$ cat config.mk
export PLATFORM = sky130hd
export DESIGN_NAME = fifo_spi_serializer
export DESIGN_NICKNAME = d
export VERILOG_FILES = /design/src/rtl/fifo_defines_pkg.sv /design/src/rtl/spi_clk_div.sv /design/src/rtl/fifo_spi_serializer.sv
export SDC_FILE = /design/constraint.sdc
export NUM_CORES = 1
export LEC_CHECK = 0
export CAP_MARGIN = 0
export CELL_PAD_IN_SITES_DETAIL_PLACEMENT = 2
export CELL_PAD_IN_SITES_GLOBAL_PLACEMENT = 2
export CORE_UTILIZATION = 32
export DETAILED_ROUTE_END_ITERATION = 8
export PLACE_DENSITY_LB_ADDON = 0.08
export RECOVER_POWER = 100
export SYNTH_ARGS = -nofsm -noshare
export SYNTH_HDL_FRONTEND = slang
export SYNTH_SLANG_ARGS = --single-unit
$ cat constraint.sdc
create_clock -name clk -period 4.3 [get_ports clk]
set_input_delay 0.86 -clock clk [delete_from_list [all_inputs] [get_ports clk]]
set_output_delay 0.86 -clock clk [all_outputs]
set_load 0.01 [all_outputs]
$ cat src/rtl/fifo_defines_pkg.sv
// Shared definitions for the transmit-FIFO SPI serializer: word width,
// bit counter width, SPI timing defaults and the serializer state encoding.
package fifo_defines_pkg;

  localparam int DATA_WIDTH        = 32;
  localparam int BIT_COUNTER_WIDTH = $clog2(DATA_WIDTH);

  localparam int SPI_CLK_DIV = 2;
  localparam int SPI_CS_GAP  = 4;

  typedef enum logic [2:0] {
    IDLE  = 3'd0,
    POP   = 3'd1,
    LOAD  = 3'd2,
    SHIFT = 3'd3,
    DONE  = 3'd4,
    GAP   = 3'd5
  } spi_state_t;

endpackage

$ cat src/rtl/spi_clk_div.sv
// SCLK generator: counts CLK_DIV system clocks per SCLK half-period and
// flags the system-clock edge on which SCLK rises or falls.
module spi_clk_div
  import fifo_defines_pkg::*;
#(
  parameter int CLK_DIV = SPI_CLK_DIV
) (
  input  logic clk,
  input  logic rst_n,
  input  logic en,
  input  logic clear,
  output logic rise_tick,
  output logic fall_tick,
  output logic sclk
);

  localparam int               CNT_W    = $clog2(CLK_DIV) + 1;
  localparam logic [CNT_W-1:0] CNT_LAST = CNT_W'(CLK_DIV - 1);

  logic [CNT_W-1:0] cnt_q, cnt_d;
  logic             sclk_q, sclk_d;
  logic             wrap;

  // Divider count and SCLK toggle; clear parks SCLK low with the count at 0.
  always_comb begin
    cnt_d     = cnt_q;
    sclk_d    = sclk_q;
    wrap      = en && !clear && (cnt_q == CNT_LAST);
    rise_tick = wrap && !sclk_q;
    fall_tick = wrap && sclk_q;
    if (clear) begin
      cnt_d  = '0;
      sclk_d = 1'b0;
    end else if (en) begin
      if (cnt_q == CNT_LAST) begin
        cnt_d  = '0;
        sclk_d = !sclk_q;
      end else begin
        cnt_d = cnt_q + CNT_W'(1);
      end
    end
  end

  // Divider state register.
  always_ff @(posedge clk or negedge rst_n) begin
    if (!rst_n) begin
      cnt_q  <= '0;
      sclk_q <= 1'b0;
    end else begin
      cnt_q  <= cnt_d;
      sclk_q <= sclk_d;
    end
  end

  assign sclk = sclk_q;

endmodule

$ cat src/rtl/fifo_spi_serializer.sv
// Pops 32-bit words from the transmit FIFO and sends each one as a single
// SPI mode-0 frame. Default bit order is MSB first; defining
// FIFO_SPI_LSB_FIRST_EN sends LSB first with identical timing.
module fifo_spi_serializer
  import fifo_defines_pkg::*;
#(
  parameter int CLK_DIV = SPI_CLK_DIV,
  parameter int CS_GAP  = SPI_CS_GAP
) (
  input  logic                  clk,
  input  logic                  rst_n,
  input  logic                  enable_i,
  input  logic                  fifo_empty_i,
  input  logic [DATA_WIDTH-1:0] fifo_data_i,
  output logic                  fifo_rd_en_o,
  output logic                  sclk_o,
  output logic                  mosi_o,
  output logic                  cs_n_o,
  output logic                  busy_o,
  output logic                  done_o
);

  localparam int                           GAP_W    = $clog2(CS_GAP) + 1;
  localparam logic [GAP_W-1:0]             GAP_LAST = GAP_W'(CS_GAP - 1);
  localparam logic [BIT_COUNTER_WIDTH-1:0] BIT_LAST = BIT_COUNTER_WIDTH'(DATA_WIDTH - 1);

  spi_state_t                   state_q, state_d;
  logic [DATA_WIDTH-1:0]        shreg_q, shreg_d;
  logic [BIT_COUNTER_WIDTH-1:0] bit_cnt_q, bit_cnt_d;
  logic [GAP_W-1:0]             gap_cnt_q, gap_cnt_d;
  logic                         cs_n_q, cs_n_d;
  logic                         mosi_q, mosi_d;
  logic                         done_q, done_d;

  logic div_en, div_clear;
  logic rise_tick, fall_tick, sclk;
  logic rise_tick_unused;

  // The divider runs from LOAD onward so LOAD counts as the first half-period
  // cycle; it is held clear in every other state.
  spi_clk_div #(
    .CLK_DIV (CLK_DIV)
  ) u_clk_div (
    .clk       (clk),
    .rst_n     (rst_n),
    .en        (div_en),
    .clear     (div_clear),
    .rise_tick (rise_tick),
    .fall_tick (fall_tick),
    .sclk      (sclk)
  );

  // Rising SCLK edges are where the slave samples; MOSI only moves on falls.
  assign rise_tick_unused = rise_tick;

  // Next-state, datapath and pop strobe. The pop is gated by rst_n so no
  // word is ever requested while reset is held.
  always_comb begin
    state_d      = state_q;
    shreg_d      = shreg_q;
    bit_cnt_d    = bit_cnt_q;
    gap_cnt_d    = gap_cnt_q;
    cs_n_d       = cs_n_q;
    mosi_d       = mosi_q;
    done_d       = 1'b0;
    fifo_rd_en_o = 1'b0;
    div_en       = 1'b0;
    div_clear    = 1'b1;

    case (state_q)
      IDLE: begin
        if (rst_n && enable_i && !fifo_empty_i) begin
          fifo_rd_en_o = 1'b1;
          state_d      = POP;
        end
      end

      POP: begin
        shreg_d   = fifo_data_i;
        bit_cnt_d = BIT_LAST;
        cs_n_d    = 1'b0;
`ifdef FIFO_SPI_LSB_FIRST_EN
        mosi_d    = fifo_data_i[0];
`else
        mosi_d    = fifo_data_i[DATA_WIDTH-1];
`endif
        state_d   = LOAD;
      end

      LOAD: begin
        div_en    = 1'b1;
        div_clear = 1'b0;
        state_d   = SHIFT;
      end

      SHIFT: begin
        div_en    = 1'b1;
        div_clear = 1'b0;
        if (fall_tick) begin
          if (bit_cnt_q != '0) begin
`ifdef FIFO_SPI_LSB_FIRST_EN
            shreg_d = {1'b0, shreg_q[DATA_WIDTH-1:1]};
            mosi_d  = shreg_q[1];
`else
            shreg_d = {shreg_q[DATA_WIDTH-2:0], 1'b0};
            mosi_d  = shreg_q[DATA_WIDTH-2];
`endif
            bit_cnt_d = bit_cnt_q - BIT_COUNTER_WIDTH'(1);
          end else begin
            mosi_d  = 1'b0;
            done_d  = 1'b1;
            state_d = DONE;
          end
        end
      end

      DONE: begin
        cs_n_d    = 1'b1;
        gap_cnt_d = '0;
        state_d   = GAP;
      end

      GAP: begin
        if (gap_cnt_q == GAP_LAST) begin
          gap_cnt_d = '0;
          state_d   = IDLE;
        end else begin
          gap_cnt_d = gap_cnt_q + GAP_W'(1);
        end
      end

      default: state_d = IDLE;
    endcase
  end

  // Control and pin registers; reset aborts any frame and raises cs_n at once.
  always_ff @(posedge clk or negedge rst_n) begin
    if (!rst_n) begin
      state_q   <= IDLE;
      bit_cnt_q <= '0;
      gap_cnt_q <= '0;
      cs_n_q    <= 1'b1;
      mosi_q    <= 1'b0;
      done_q    <= 1'b0;
    end else begin
      state_q   <= state_d;
      bit_cnt_q <= bit_cnt_d;
      gap_cnt_q <= gap_cnt_d;
      cs_n_q    <= cs_n_d;
      mosi_q    <= mosi_d;
      done_q    <= done_d;
    end
  end

  // Shift register holds payload only; its content is meaningless outside a frame.
  always_ff @(posedge clk) begin
    shreg_q <= shreg_d;
  end

  assign sclk_o = sclk;
  assign mosi_o = mosi_q;
  assign cs_n_o = cs_n_q;
  assign done_o = done_q;
  assign busy_o = (state_q != IDLE);

endmodule

==> flow_metrics.env <==
export IMPL_coreArea_sq_um=6756
export IMPL_num_io_pins=42
export IMPL_detail_route_antenna_nets=0
export IMPL_fin_tns_setup_ns=0
export IMPL_slowest_delay_ns=0.70
export IMPL_dr_pass1_iters=4
export IMPL_synth_most_common_cell="nand2_1"
export IMPL_synth_area_sq_um=2231
export IMPL_grtUsageTotal_pct=15.46
export IMPL_synth_edf_count=31
export IMPL_die_h_microns=85.50
export IMPL_ys_warnings_count=0
export IMPL_path_cells="nand3b_2 > clkbuf_1 > o21ai_0 > a21boi_4 > clkbuf_2"
export IMPL_grt_start_max_net_pins=38
export IMPL_cp_num_buf_inv=2
export IMPL_n_antenna_cell=0
export IMPL_postCtsSetupBuffers=0
export IMPL_cts_hold_buf=0
export IMPL_fin_util_pct=42.63
export IMPL_crit_path_end_kind="flop"
export IMPL_cts_tree="yes"
export IMPL_synth_top_area_share_pct=41.73
export IMPL_power_density_nw_per_um2=337.0
export IMPL_fin_nets=300
export IMPL_final_hold_viol_count=0
export IMPL_synthFlopType="edfxtp_1"
export IMPL_fin_area_sq_um=2880
export IMPL_synth_top_area_cell="edfxtp_1"
export IMPL_max_freq_mhz=284.6
export IMPL_leakage_nw=1.226
export IMPL_die_area_sq_um=7309
export IMPL_rows=30
export IMPL_synth_fp_nets=258
export IMPL_seq_area_frac_synth_pct=60.85
export IMPL_finalSetupViolations=0
export IMPL_clk_latency_ns=0.30
export IMPL_synthTopCellsByArea="edfxtp_1 (42%), dfrtp_1 (18%), nand2_1 (16%)"
export IMPL_antenna_found_initial=0
export IMPL_cp_arrival_ns=3.47
export IMPL_grt_remaining_overflow=0
export IMPL_crit_family="compound AO/OA/AOI/OAI gates"
export IMPL_gr_usage_met2_pct=25.60
export IMPL_met1_usage_pct=20.72
export IMPL_maxCapViolCount=1
export IMPL_cts_htree_levels=2
export IMPL_worst_hold_slack_ns=0.5066
export IMPL_area_growth_pct=29.11
export IMPL_period_needed_ns=3.514
export IMPL_port_buffers=41
export IMPL_hold_class="flop to flop"
export IMPL_cts_made_buffers=5
export IMPL_grt_first_pass_wirelength_microns=8838
export IMPL_drv_slew=37
export IMPL_syn_inst=220
export IMPL_critPathKind="flop to flop"
export IMPL_root_buffer="clkbuf_8"
export IMPL_drc=0
export IMPL_wl_per_cell_microns=14.65
export IMPL_critPathLaunchType="flop"
export IMPL_synth_seq_cells=48
export IMPL_gp_congestion=0.6938
export IMPL_busiest_layer="met2"
export IMPL_failed_checks="max-capacitance violations, max-slew violations"
export IMPL_die_x_microns=85.50
export IMPL_tightest_slew_ns=1.577
export IMPL_cts_buffer_depth=2
export IMPL_clk_pin_slew_ns=0.09
export IMPL_grtUsageMet3_pct=2.984
export IMPL_drtIter0Drc=81
export IMPL_slowest_stage="o21ai_0"
export IMPL_min_period_over_period_pct=81.72
export IMPL_dpl_cell_area_sq_um=2739
export IMPL_skew_ns=0.005709
export IMPL_total_power_mw=0.9708
export IMPL_start_util_pct=33.02
export IMPL_ir_worst_vdd_uv=142.5
export IMPL_first_global_vias=1781
export IMPL_viasPerCell=4.942
export IMPL_cp_max_fo=36
export IMPL_slew_headroom_pct=-5.108
export IMPL_rsz0062_at_grt="no"
export IMPL_syn_avg_cell_area_sq_um=10.14
export IMPL_synthTopCellsByCount="nand2_1 (93), edfxtp_1 (31), dfrtp_1 (16)"
export IMPL_status="complete, but fails checks"
export IMPL_num_vias=1695
export IMPL_wirelength_microns=5026
export IMPL_drive_gt1_share_pct=6.084
export IMPL_required_ns=4.26
export IMPL_async_flop_share_pct=35.42
export IMPL_hpwl_microns=3443
export IMPL_cts_resized_gates=0
export IMPL_synth_cell_types=45
export IMPL_cts_sinks=48
## area by class of cell
cell class / instances / area, sq um
Multi-Input combinational cell: 158 / 814.5
Timing Repair Buffer: 45 / 434.2
Fill cell: 731 / 3876
Inverter: 4 / 15.01
Clock buffer: 5 / 68.82
Sequential cell: 48 / 1358
Tap cell: 80 / 100.1
Clock inverter: 3 / 90.09
## power by group
| group | leakage, nW | switching [mW] | internal, mW |
|---|---|---|---|
| clock network | 0.0784 | 0.157 | 0.291 |
| registers | 0.489 | 0 | 0.486 |
| logic | 0.659 | 0.00811 | 0.0285 |
| total | 1.23 | 0.165 | 0.806 |
## metal layers
metal	wire length (microns)	part of all wire, %
met2	2441	49
met5	0	0
met3	153	3.0
met4	53	1.1
met1	2378	47
## worst paths after layout
| check | startpoint | end | cells past startpoint | slack, ns |
|---|---|---|---|---|
| max | state_q[2] | shreg_q[15] | 5 | 0.79 |
| min | u_clk_div.cnt_q[0] | u_clk_div.cnt_q[0] | 1 | 0.51 |
| max reg2reg | state_q[2] | shreg_q[15] | 5 | 0.79 |
| max in group asynchronous | rst_n | cs_n_o | 2 | 3.07 |
| min reg2reg | u_clk_div.cnt_q[0] | u_clk_div.cnt_q[0] | 1 | 0.51 |
| min in group asynchronous | rst_n | mosi_o | 2 | 0.97 |
## registers in the layout, indices dropped and copies added (netlist names)
name             cells
shreg_q             31
bit_cnt_q            5
gap_cnt_q            3
state_q              3
u_clk_div.cnt_q      2
cs_n_o               1
done_o               1
mosi_o               1
u_clk_div.sclk       1
## logic make-up (layout without fill, tap and decap cells)
group	after synthesis	in the layout	synth area share, %
adder cells (fa/ha/maj)	2	2	1.122
XOR/XNOR	1	1	0.3927
flip-flops	48	48	60.85
AO/OA/AOI/OAI	19	19	6.394
multiplexers	2	2	0.9534
AND/OR/NAND/NOR	134	134	27.65
buffers and inverters	14	57	2.635
## worst register-to-register path, stage by stage, from the launching register on
cell and delay, ns:
dfrtp_1 0.50, nand3b_2 0.25, clkbuf_1 0.62, o21ai_0 0.70
a21boi_4 0.62, clkbuf_2 0.48
## metrics by stage
stage | instances | setup WS (ns)
after global placement | 335 | 1.076
final | 343 | 0.7862
after global routing | 343 | 0.4994
after detailed placement | 335 | 1.028
after floorplan | 220 | 1.271
after CTS | 343 | 1.025
## placed cells by master (no fill, tap or decap), types with 2 or more instances in the layout
master,count
and3b_1,2
nand2_1,93
buf_4,2
ha_1,2
nor2_1,9
bufinv_16,3
dfrtp_1,16
nand2b_1,4
inv_1,4
and2_0,2
nand3_1,4
nor3_1,4
clkbuf_8,5
or3_1,2
dlygate4sd3_1,7
o21ai_0,4
o211a_1,2
nand3b_1,3
clkdlybuf4s50_1,34
nor2b_1,2
edfxtp_1,31
a211o_1,2
nor4b_1,2
Power figures use the tool's default switching activity.
